$ cat src/rtl/sme_add_seq.sv
// Masked add/sub sequencer: drives a shared Boolean-masked adder, refreshes
// its result shares with fresh randomness and hands them out on a handshake.
//
// Ports:
//   g_clk, g_reset                  clock, async active-high reset
//   req_valid/req_ready, req_sub    request handshake, 1 = subtract
//   req_rs1, req_rs2                operand Boolean shares (D x N)
//   flush                           cancel the in-flight operation
//   add_en, add_sub                 adder enable / subtract select
//   add_mxor, add_mand              adder operand shares
//   add_rd, add_rdy                 adder result shares / result valid
//   rng                             share-refresh randomness (RNGW x N)
//   rsp_valid/rsp_ready, rsp_rd     response handshake and refreshed shares
//   err                             sticky adder-timeout flag
module sme_add_seq #(
  parameter int D    = 3,
  parameter int N    = 32,
  parameter int RNGW = D - 1
) (
  input  logic                  g_clk,
  input  logic                  g_reset,
  input  logic                  req_valid,
  output logic                  req_ready,
  input  logic                  req_sub,
  input  logic [D-1:0][N-1:0]   req_rs1,
  input  logic [D-1:0][N-1:0]   req_rs2,
  input  logic                  flush,
  output logic                  add_en,
  output logic                  add_sub,
  output logic [D-1:0][N-1:0]   add_mxor,
  output logic [D-1:0][N-1:0]   add_mand,
  input  logic [D-1:0][N-1:0]   add_rd,
  input  logic                  add_rdy,
  input  logic [RNGW-1:0][N-1:0] rng,
  output logic                  rsp_valid,
  input  logic                  rsp_ready,
  output logic [D-1:0][N-1:0]   rsp_rd,
  output logic                  err
);

  typedef enum logic [1:0] {
    IDLE,
    RUN,
    HOLD,
    DRAIN
  } state_t;

  state_t state, state_nx;

  logic [D-1:0][N-1:0] op1, op2, rsp_q;
  logic                sub_q;
  logic [3:0]          cnt;
  logic                err_q;

  logic [N-1:0]        rng_all;
  logic [D-1:0][N-1:0] refr;

  logic ld, clr_op, cap, clr_rsp, tmo, cnt_last;

  // The last share absorbs the XOR of every mask so that the
  // recombined value is unchanged by the refresh.
  always_comb begin
    rng_all = '0;
    for (int i = 0; i < RNGW; i++)
      rng_all = rng_all ^ rng[i];
    refr = '0;
    for (int i = 0; i < D - 1; i++)
      refr[i] = add_rd[i] ^ rng[i];
    refr[D-1] = add_rd[D-1] ^ rng_all;
  end

  // cnt holds the number of completed enabled cycles; the 15th
  // enabled cycle without add_rdy is the timeout point.
  assign cnt_last = (cnt == 4'd14);

  always_comb begin
    state_nx = state;
    ld       = 1'b0;
    clr_op   = 1'b0;
    cap      = 1'b0;
    clr_rsp  = 1'b0;
    tmo      = 1'b0;
    unique case (state)
      IDLE: begin
        if (req_valid) begin
          ld       = 1'b1;
          state_nx = RUN;
        end
      end
      RUN: begin
        if (add_rdy) begin
          if (flush) begin
            clr_op   = 1'b1;
            state_nx = IDLE;
          end else begin
            cap      = 1'b1;
            state_nx = HOLD;
          end
        end else if (cnt_last) begin
          tmo      = 1'b1;
          clr_op   = 1'b1;
          state_nx = IDLE;
        end else if (flush) begin
          state_nx = DRAIN;
        end
      end
      HOLD: begin
        if (rsp_ready) begin
          clr_op   = 1'b1;
          clr_rsp  = 1'b1;
          state_nx = IDLE;
        end
      end
      DRAIN: begin
        // Adder keeps running until it reports, so its own
        // sequence counter returns to zero.
        if (add_rdy) begin
          clr_op   = 1'b1;
          state_nx = IDLE;
        end else if (cnt_last) begin
          tmo      = 1'b1;
          clr_op   = 1'b1;
          state_nx = IDLE;
        end
      end
      default: state_nx = IDLE;
    endcase
  end

  always_ff @(posedge g_clk or posedge g_reset) begin
    if (g_reset) begin
      state <= IDLE;
      op1   <= '0;
      op2   <= '0;
      sub_q <= 1'b0;
      rsp_q <= '0;
      cnt   <= '0;
      err_q <= 1'b0;
    end else begin
      state <= state_nx;
      if (ld) begin
        op1   <= req_rs1;
        op2   <= req_rs2;
        sub_q <= req_sub;
      end else if (clr_op) begin
        op1   <= '0;
        op2   <= '0;
        sub_q <= 1'b0;
      end
      if (cap)
        rsp_q <= refr;
      else if (clr_rsp)
        rsp_q <= '0;
      if (ld)
        cnt <= '0;
      else if (state == RUN || state == DRAIN)
        cnt <= cnt + 4'd1;
      if (tmo)
        err_q <= 1'b1;
    end
  end

  assign req_ready = (state == IDLE);
  assign add_en    = (state == RUN) || (state == DRAIN);
  assign add_sub   = sub_q;
  assign add_mxor  = op1;
  assign add_mand  = op2;
  assign rsp_valid = (state == HOLD);
  assign rsp_rd    = rsp_q;
  assign err       = err_q;

endmodule

$ cat config.mk
export PLATFORM = sky130hd
export DESIGN_NAME = sme_add_seq
export DESIGN_NICKNAME = d
export VERILOG_FILES = /design/src/rtl/sme_add_seq.sv
export SDC_FILE = /design/constraint.sdc
export NUM_CORES = 1
export LEC_CHECK = 0
export CAP_MARGIN = 20
export CORE_AREA = 10 10 246 248
export CTS_CLUSTER_DIAMETER = 40
export DETAILED_ROUTE_END_ITERATION = 12
export DIE_AREA = 0 0 256 258
export SYNTH_ARGS = -nofsm -noshare
export SYNTH_HDL_FRONTEND = slang
export SYNTH_SLANG_ARGS = --single-unit
export TNS_END_PERCENT = 1
$ cat constraint.sdc
create_clock -name g_clk -period 26.3 [get_ports g_clk]
set_clock_uncertainty 0.2 [all_clocks]
set_input_delay 6.575 -clock g_clk [delete_from_list [all_inputs] [get_ports g_clk]]
set_output_delay 6.575 -clock g_clk [all_outputs]
set_load 0.1 [all_outputs]
==> impl_metrics.env, run 1 <==
export IMPL_antenna_left=0
export IMPL_critPathCaptureType="register"
export IMPL_wl_per_cell_um=22.1
export IMPL_first_iter_violations=641
export IMPL_hp_class="reg -> reg"
export IMPL_max_freq_mhz=105
export IMPL_crit_path_max_fanout=94
export IMPL_rsz0062_at_grt="no"
export IMPL_nets=1823
export IMPL_grt_usage=0.145
export IMPL_multi_input_area_mm2=0.00413
export IMPL_rows=87
export IMPL_met2_usage=0.252
export IMPL_clkLatencyLatePin_ns=0.57
export IMPL_cts_buffers=54
export IMPL_cts_tree="yes"
export IMPL_syn_area_mm2=0.0121
export IMPL_use_met3=0.0502
export IMPL_vias=10300
export IMPL_io_pins=652
export IMPL_cts_buffer_depth=3
export IMPL_nFillCells=5437
export IMPL_crit_type="in -> reg"
export IMPL_synth_nets=1195
export IMPL_grt_pass1_vias=11300
export IMPL_timing_final_hold_violations=0
export IMPL_yosys_warnings=0
export IMPL_die_w_um=256
export IMPL_drive_gt1_frac=0.0769
export IMPL_relSlewSlack=0.244
export IMPL_fin_util=0.376
export IMPL_synth_seq_cells=296
export IMPL_drt_total_wl_mm=50.1
export IMPL_syn_to_final_growth_pct=73.7
export IMPL_place_gp_congestion=0.888
export IMPL_post_route_min_period_ns=9.56
export IMPL_port_buffer_count=651
export IMPL_core_area_mm2=0.0557
export IMPL_grt_remaining_overflow=0
export IMPL_final_setup_viol_count=0
export IMPL_clk_pin_slew_ns=0.05
export IMPL_grt_pass1_wl_mm=74.6
export IMPL_clockRootBuffer="clkbuf_16"
export IMPL_fin_crit_sh=0.363
export IMPL_maxCapViolations=0
export IMPL_ys_seq_area_frac=0.613
export IMPL_crit_arrival_ns=9.85
export IMPL_syn_instance_count=834
export IMPL_synth_cell_types=27
export IMPL_postSynthAreaPerCell_um2=14.5
export IMPL_ff_latch_area_mm2=0.00741
export IMPL_startpoint_type="input port"
export IMPL_grt_max_degree=189
export IMPL_required_ns=26.60
export IMPL_initial_utilization=0.217
export IMPL_busiest_layer="met2"
export IMPL_dpl_hpwl_mm=36.3
export IMPL_gr_usage_met1=0.160
export IMPL_hold_buffers=0
export IMPL_worst_pin_slew_ns=1.13
export IMPL_die_y_um=258
export IMPL_drt_first_pass_iters=5
export IMPL_cts_resized=0
export IMPL_cts_sinks=296
export IMPL_status="completed"
export IMPL_grt_antenna_before_repair=1
export IMPL_drcViolationCount=0
export IMPL_drv_slew=0
export IMPL_cts_htree_levels=2
export IMPL_postCtsSetupRepairBufs=0
export IMPL_dieArea_mm2=0.0660
export IMPL_viasPerCell=4.54
export IMPL_tns_ns=0
[Yosys cell counts]
master,number,area share
a31oi_1,1,0.00052
nor4bb_1,1,0.00083
dfrtp_1,296,0.61
and3_1,1,0.00052
buf_2,44,0.018
a22o_1,96,0.070
buf_6,24,0.022
ha_1,2,0.0021
a211o_1,1,0.00073
o21ai_0,2,0.00083
a31oi_2,1,0.0010
inv_2,1,0.00031
o21bai_1,1,0.00062
buf_1,1,0.00031
xor2_1,66,0.048
clkbuf_1,20,0.0062
nor2_1,5,0.0016
o22ai_1,1,0.00052
a32o_1,193,0.16
nand4_1,2,0.0010
a21o_1,1,0.00062
nor3b_1,1,0.00062
inv_1,3,0.00093
nand2_1,4,0.0012
or3_1,1,0.00052
mux2_2,1,0.00093
xnor2_1,64,0.046
[critical path: stages]
cell and delay [ns]:
clkdlybuf4s50_1 0.52, a31oi_1 0.35, a211o_4 0.44, buf_4 0.61
buf_4 0.87, a32o_1 0.31
[cells by family after synthesis]
logic type	Yosys count	synth area share
AOI/OAI and AO/OA	297	0.235
xor gates and xnor gates	130	0.0943
and+or+nand+nor	15	0.00632
DFF	296	0.613
buffers and inverters	93	0.0484
muxes	1	0.000933
adders and majority gates	2	0.00207
[worst paths after layout]
| check | slack (ns) | from | depth (start not counted) | to |
|---|---|---|---|---|
| worst max-delay path | 16.74 | add_rdy | 6 | add_mxor[33] |
| worst min-delay path | 0.29 | err | 1 | err |
| worst max register to register | 22.61 | cnt[0] | 7 | add_mxor[33] |
| worst min register to register | 0.29 | err | 1 | err |
| max in group asynchronous | 18.22 | g_reset | 3 | rsp_rd[69] |
| min in group asynchronous | 6.33 | g_reset | 2 | add_mxor[65] |
[registers in the layout, summed over array words and instances, names as in the netlist]
| signal | flops |
|---|---|
| err | 1 |
| rsp_rd | 96 |
| add_mxor | 96 |
| add_mand | 96 |
| state | 2 |
| cnt | 4 |
| add_sub | 1 |
[cell type report]
cell class	instances	area share
clock buffers	70	0.0746
inverters	4	0.00107
multi-input cells	445	0.197
clock inverters	32	0.0132
repair buffers	661	0.316
diodes	1	0.000119
well taps	756	0.0451
flip-flops and latches	296	0.353
[cells in the final DEF, fill, tap and decap left out, drive strengths merged, types with 4 or more instances in the layout]
| cell type | instances |
|---|---|
| clkdlybuf4s50 | 651 |
| dfrtp | 296 |
| a32o | 193 |
| a22o | 96 |
| clkbuf | 70 |
| xor2 | 66 |
| xnor2 | 64 |
| inv | 12 |
| clkinvlp | 11 |
| clkinv | 11 |
| buf | 10 |
| nor2 | 5 |
| nand2 | 4 |
[per-layer routing]
metal | part of all wire | up-vias
li1 | - | 4538
met1 | 0.37 | 5240
met2 | 0.52 | 418
met3 | 0.078 | 81
met4 | 0.031 | 0
met5 | 0 | -
[per-stage QoR]
step / hold WS, ns / instances / setup slack [ns] / area (µm²)
final: 0.291 / 2265 / 16.74 / 21000
after global placement: 0.284 / 2161 / 16.27 / 19100
after floorplan: 0.275 / 834 / 11.35 / 12100
after detailed placement: 0.287 / 2162 / 16.21 / 19100
after global routing: 0.311 / 2265 / 16.61 / 21000
after CTS: 0.301 / 2264 / 16.84 / 21000
Power of run 1 is not shown: default switching activity piles up to over one toggle a cycle in this logic, so the estimate is an artifact.
==> run 2, diff against run 1 <==
CORE_AREA = 10 10 248 250   (was 10 10 246 248)
DIE_AREA = 0 0 258 260   (was 0 0 256 258)
clock period = 10 ns   (was 26.3 ns; I/O delays follow)
==> run 2 against run 1 <==
Sequential share of layout area rose by 0.14 points. Register-to-register slack got worse by 16 ns. Utilization is 0.52 points lower. Hold slack worse by 0.0095 ns. Count of clock-buffer cells in the layout down 12. Non-clock buffer count stayed put. Via count fell by 0.11%. Design area is 0.41% lower. Routed wire length shrank 0.84%. Critical path depth did not move. Setup slack got worse by 12 ns. Die area increased by 1.6%. Highest routed layer unchanged.
==> impl_metrics.env, run 2 (synthesis results as in run 1) <==
export IMPL_grt_remaining_overflow=0
export IMPL_core_area_mm2=0.0563
export IMPL_fin_crit_sh=0.534
export IMPL_drv_slew=0
export IMPL_vias=10300
export IMPL_final_common_cell="clkdlybuf4s50_1"
export IMPL_cts_sinks=296
export IMPL_cts_buffer_depth=3
export IMPL_cts_resized=0
export IMPL_use_met3=0.0480
export IMPL_crit_arrival_ns=5.62
export IMPL_wl_per_cell_um=22.0
export IMPL_tns_ns=0
export IMPL_worst_pin_slew_ns=1.19
export IMPL_die_y_um=260
export IMPL_cts_buffers=51
export IMPL_final_setup_viol_count=0
export IMPL_final_cell_mix="651 x clkdlybuf4s50_1, 296 x dfrtp_1, 193 x a32o_1"
export IMPL_clkLatencyLatePin_ns=0.54
export IMPL_crit_type="in -> reg"
export IMPL_grt_usage=0.139
export IMPL_viasPerCell=4.55
export IMPL_first_iter_violations=683
export IMPL_busiest_layer="met2"
export IMPL_port_buffer_count=651
export IMPL_grt_antenna_before_repair=3
export IMPL_postCtsSetupRepairBufs=0
export IMPL_initial_utilization=0.215
export IMPL_rsz0062_at_grt="no"
export IMPL_critPathCaptureType="register"
export IMPL_setup_ws_ns=4.66
export IMPL_place_ws_ns=4.12
export IMPL_gr_usage_met1=0.153
export IMPL_fin_util=0.371
export IMPL_startpoint_type="input port"
export IMPL_dieArea_mm2=0.0671
export IMPL_drive_gt1_frac=0.0721
export IMPL_cts_htree_levels=2
export IMPL_grt_pass1_wl_mm=72.6
export IMPL_dpl_hpwl_mm=36.2
export IMPL_drcViolationCount=0
export IMPL_clockRootBuffer="clkbuf_16"
export IMPL_maxCapViolations=0
export IMPL_relSlewSlack=0.208
export IMPL_clk_pin_slew_ns=0.05
export IMPL_status="completed"
export IMPL_drt_total_wl_mm=49.7
export IMPL_io_pins=652
export IMPL_nets=1820
export IMPL_syn_to_final_growth_pct=73.0
export IMPL_antenna_left=0
export IMPL_met2_usage=0.242
export IMPL_die_w_um=258
export IMPL_crit_path_max_fanout=85
export IMPL_drt_first_pass_iters=5
export IMPL_place_gp_congestion=0.892
export IMPL_grt_max_degree=199
export IMPL_rows=87
export IMPL_post_route_min_period_ns=5.34
export IMPL_required_ns=10.28
export IMPL_timing_final_hold_violations=0
export IMPL_grt_pass1_vias=11200
export IMPL_hp_class="reg -> reg"
export IMPL_hold_buffers=0
export IMPL_max_freq_mhz=187
export IMPL_cts_tree="yes"
## run 2: cell count changes in the layout (fill, tap and decap cells not counted), sizes merged
cell | before | now
diode | 1 | 3
clkinv | 11 | 9
clkbuf | 70 | 58
bufinv | 2 | 6
## run 2: final timing paths
path / slack (ns) / depth (start not counted) / startpoint / endpoint
min in group asynchronous: 2.39 / 3 / g_reset / rsp_rd[43]
setup / recovery: 4.66 / 6 / rsp_ready / add_mxor[32]
hold reg to reg: 0.28 / 1 / err / err
hold / removal: 0.28 / 1 / err / err
max in group asynchronous: 5.62 / 4 / g_reset / add_mand[76]
setup reg to reg: 6.46 / 5 / state[1] / add_mxor[32]
## run 2: critical path, stage by stage
cell,delay (ns)
clkdlybuf4s50_1,0.48
mux2_2,0.32
nand2_4,0.39
buf_4,0.68
buf_4,0.82
a32o_1,0.28
## run 2: area by class of cell
cell class	count	area, µm²
antenna	3	7.51
clock buffer	58	1350
clock inverter	34	395
fill	5481	35400
inverter	4	18.8
multi-input combinational	445	4130
sequential	296	7410
tap	756	946
timing repair buffer	661	6630
## run 2: metal layers
metal  vias up  routed length, µm
met1      5167              18300
met3        97               4270
met5         -                  0
li1       4537                  -
met4         0               1590
met2       465              25600
## run 2: metrics by stage
| step | instance area, µm² | hold slack [ns] | cells |
|---|---|---|---|
| 6_report | 20900 | 0.281 | 2257 |
| 2_1_floorplan | 12100 | 0.275 | 834 |
| 5_1_grt | 20900 | 0.316 | 2257 |
| 4_1_cts | 20900 | 0.283 | 2253 |
| 3_5_place_dp | 19100 | 0.270 | 2161 |
| 3_3_place_gp | 19100 | 0.262 | 2161 |
Power of run 2 is left out for the same reason.
==> run 3, diff against run 2 <==
CORE_AREA = 10 10 243 245   (was 10 10 248 250)
DIE_AREA = 0 0 253 255   (was 0 0 258 260)
clock period = 4.8 ns   (was 10 ns; I/O delays follow)
==> run 3 against run 2 <==
First-iteration DRC count shrank 22%. Setup slack lost 3.8 ns. Non-clock buffer count grew 1. Sequential share of layout area shrank 0.36 points. Via count shrank 0.55%.
==> impl_metrics.env, run 3 (synthesis results as in run 1) <==
export IMPL_status="completed"
export IMPL_startpoint_type="register"
export IMPL_fin_crit_sh=0.830
export IMPL_initial_utilization=0.222
export IMPL_critPathTopFamily="buffers and inverters"
export IMPL_drive_gt1_frac=0.0770
export IMPL_die_w_um=253
export IMPL_first_iter_violations=530
export IMPL_tns_ns=0
export IMPL_grt_usage=0.144
export IMPL_grt_pass1_vias=11100
export IMPL_cts_tree="yes"
export IMPL_critical_path_slowest_cell="clkdlybuf4s50_1"
export IMPL_clkLatencyLatePin_ns=0.57
export IMPL_cts_buffers=53
export IMPL_die_y_um=255
export IMPL_cts_htree_levels=2
export IMPL_vias=10200
export IMPL_drv_slew=0
export IMPL_maxCapViolations=0
export IMPL_antenna_left=0
export IMPL_port_buffer_count=651
export IMPL_crit_arrival_ns=2.58
export IMPL_dieArea_mm2=0.0645
export IMPL_grt_antenna_before_repair=1
export IMPL_crit_type="reg -> out"
export IMPL_relSlewSlack=0.284
export IMPL_cts_buffer_depth=3
export IMPL_required_ns=3.40
export IMPL_wl_per_cell_um=22.3
export IMPL_hold_buffers=0
export IMPL_grt_pass1_wl_mm=71.7
export IMPL_final_common_cell="clkdlybuf4s50_1"
export IMPL_crit_buf_inv=2
export IMPL_rsz0062_at_grt="no"
export IMPL_clk_pin_slew_ns=0.05
export IMPL_post_route_min_period_ns=3.98
export IMPL_cts_sinks=296
export IMPL_postCtsSetupRepairBufs=0
export IMPL_drcViolationCount=0
export IMPL_grt_max_degree=159
export IMPL_hp_class="reg -> reg"
export IMPL_max_freq_mhz=251
export IMPL_grt_remaining_overflow=0
export IMPL_nFillCells=5161
export IMPL_timing_final_hold_violations=0
export IMPL_cts_resized=0
export IMPL_nets=1823
export IMPL_drt_total_wl_mm=49.3
export IMPL_dpl_hpwl_mm=35.7
export IMPL_cp_slowest_stage_delay_ns=1.19
export IMPL_drt_first_pass_iters=5
export IMPL_path_cells="inv_1, nor2_1, clkdlybuf4s50_1"
export IMPL_fin_util=0.388
export IMPL_syn_to_final_growth_pct=74.8
export IMPL_critPathCaptureType="primary output"
export IMPL_rows=86
export IMPL_core_area_mm2=0.0544
export IMPL_clockRootBuffer="clkbuf_16"
export IMPL_place_gp_congestion=0.860
export IMPL_worst_pin_slew_ns=1.07
export IMPL_crit_path_max_fanout=7
export IMPL_io_pins=652
export IMPL_final_setup_viol_count=0
export IMPL_final_cell_mix="650 x clkdlybuf4s50_1, 296 x dfrtp_1, 193 x a32o_1"
export IMPL_viasPerCell=4.62
run 3: cell types whose count changed in the layout (fill, tap and decap cells not counted), sizes merged, moves of 2 or more:
cell | previous run | this run
bufinv | 6 | 9
diode | 3 | 1
clkinv | 9 | 15
clkbuf | 58 | 63
inv | 12 | 8
clkinvlp | 11 | 8
buf | 10 | 12
run 3: cell type report:
class	count	area [µm²]	area share
clock buffers	63	1430	0.0680
flip-flops and latches	296	7410	0.351
diodes	1	2.50	0.000119
repair buffers	662	6720	0.319
multi-input cells	445	4130	0.196
clock inverters	36	508	0.0241
well taps	704	881	0.0417
inverters	4	18.8	0.000889
run 3: final timing paths:
path / from / to / slack [ns] / cells after the start
max: state[1] / rsp_valid / 0.82 / 3
min: err / err / 0.27 / 1
max reg2reg: cnt[0] / add_mxor[53] / 2.51 / 6
min reg2reg: err / err / 0.27 / 1
max in group asynchronous: g_reset / add_mand[82] / 2.57 / 3
min in group asynchronous: g_reset / add_mxor[62] / 0.92 / 3
run 3: layer usage:
metal,GRT usage,wire length (µm),vias up
met2,0.250,25400,388
met4,0.0509,1320,0
met5,0,0,-
li1,-,-,4542
met1,0.164,18800,5203
met3,0.0453,3840,77
run 3: per-stage QoR:
step	worst slack (ns)	hold WS, ns	std cells	cell area, µm²
final	0.815	0.275	2211	21100
after CTS	0.755	0.282	2210	21100
after detailed placement	1.38	0.265	2111	19200
after global routing	0.723	0.298	2210	21100
after global placement	1.37	0.264	2111	19200
after floorplan	-0.531	0.275	834	12100
Power of run 3 is left out for the same reason.
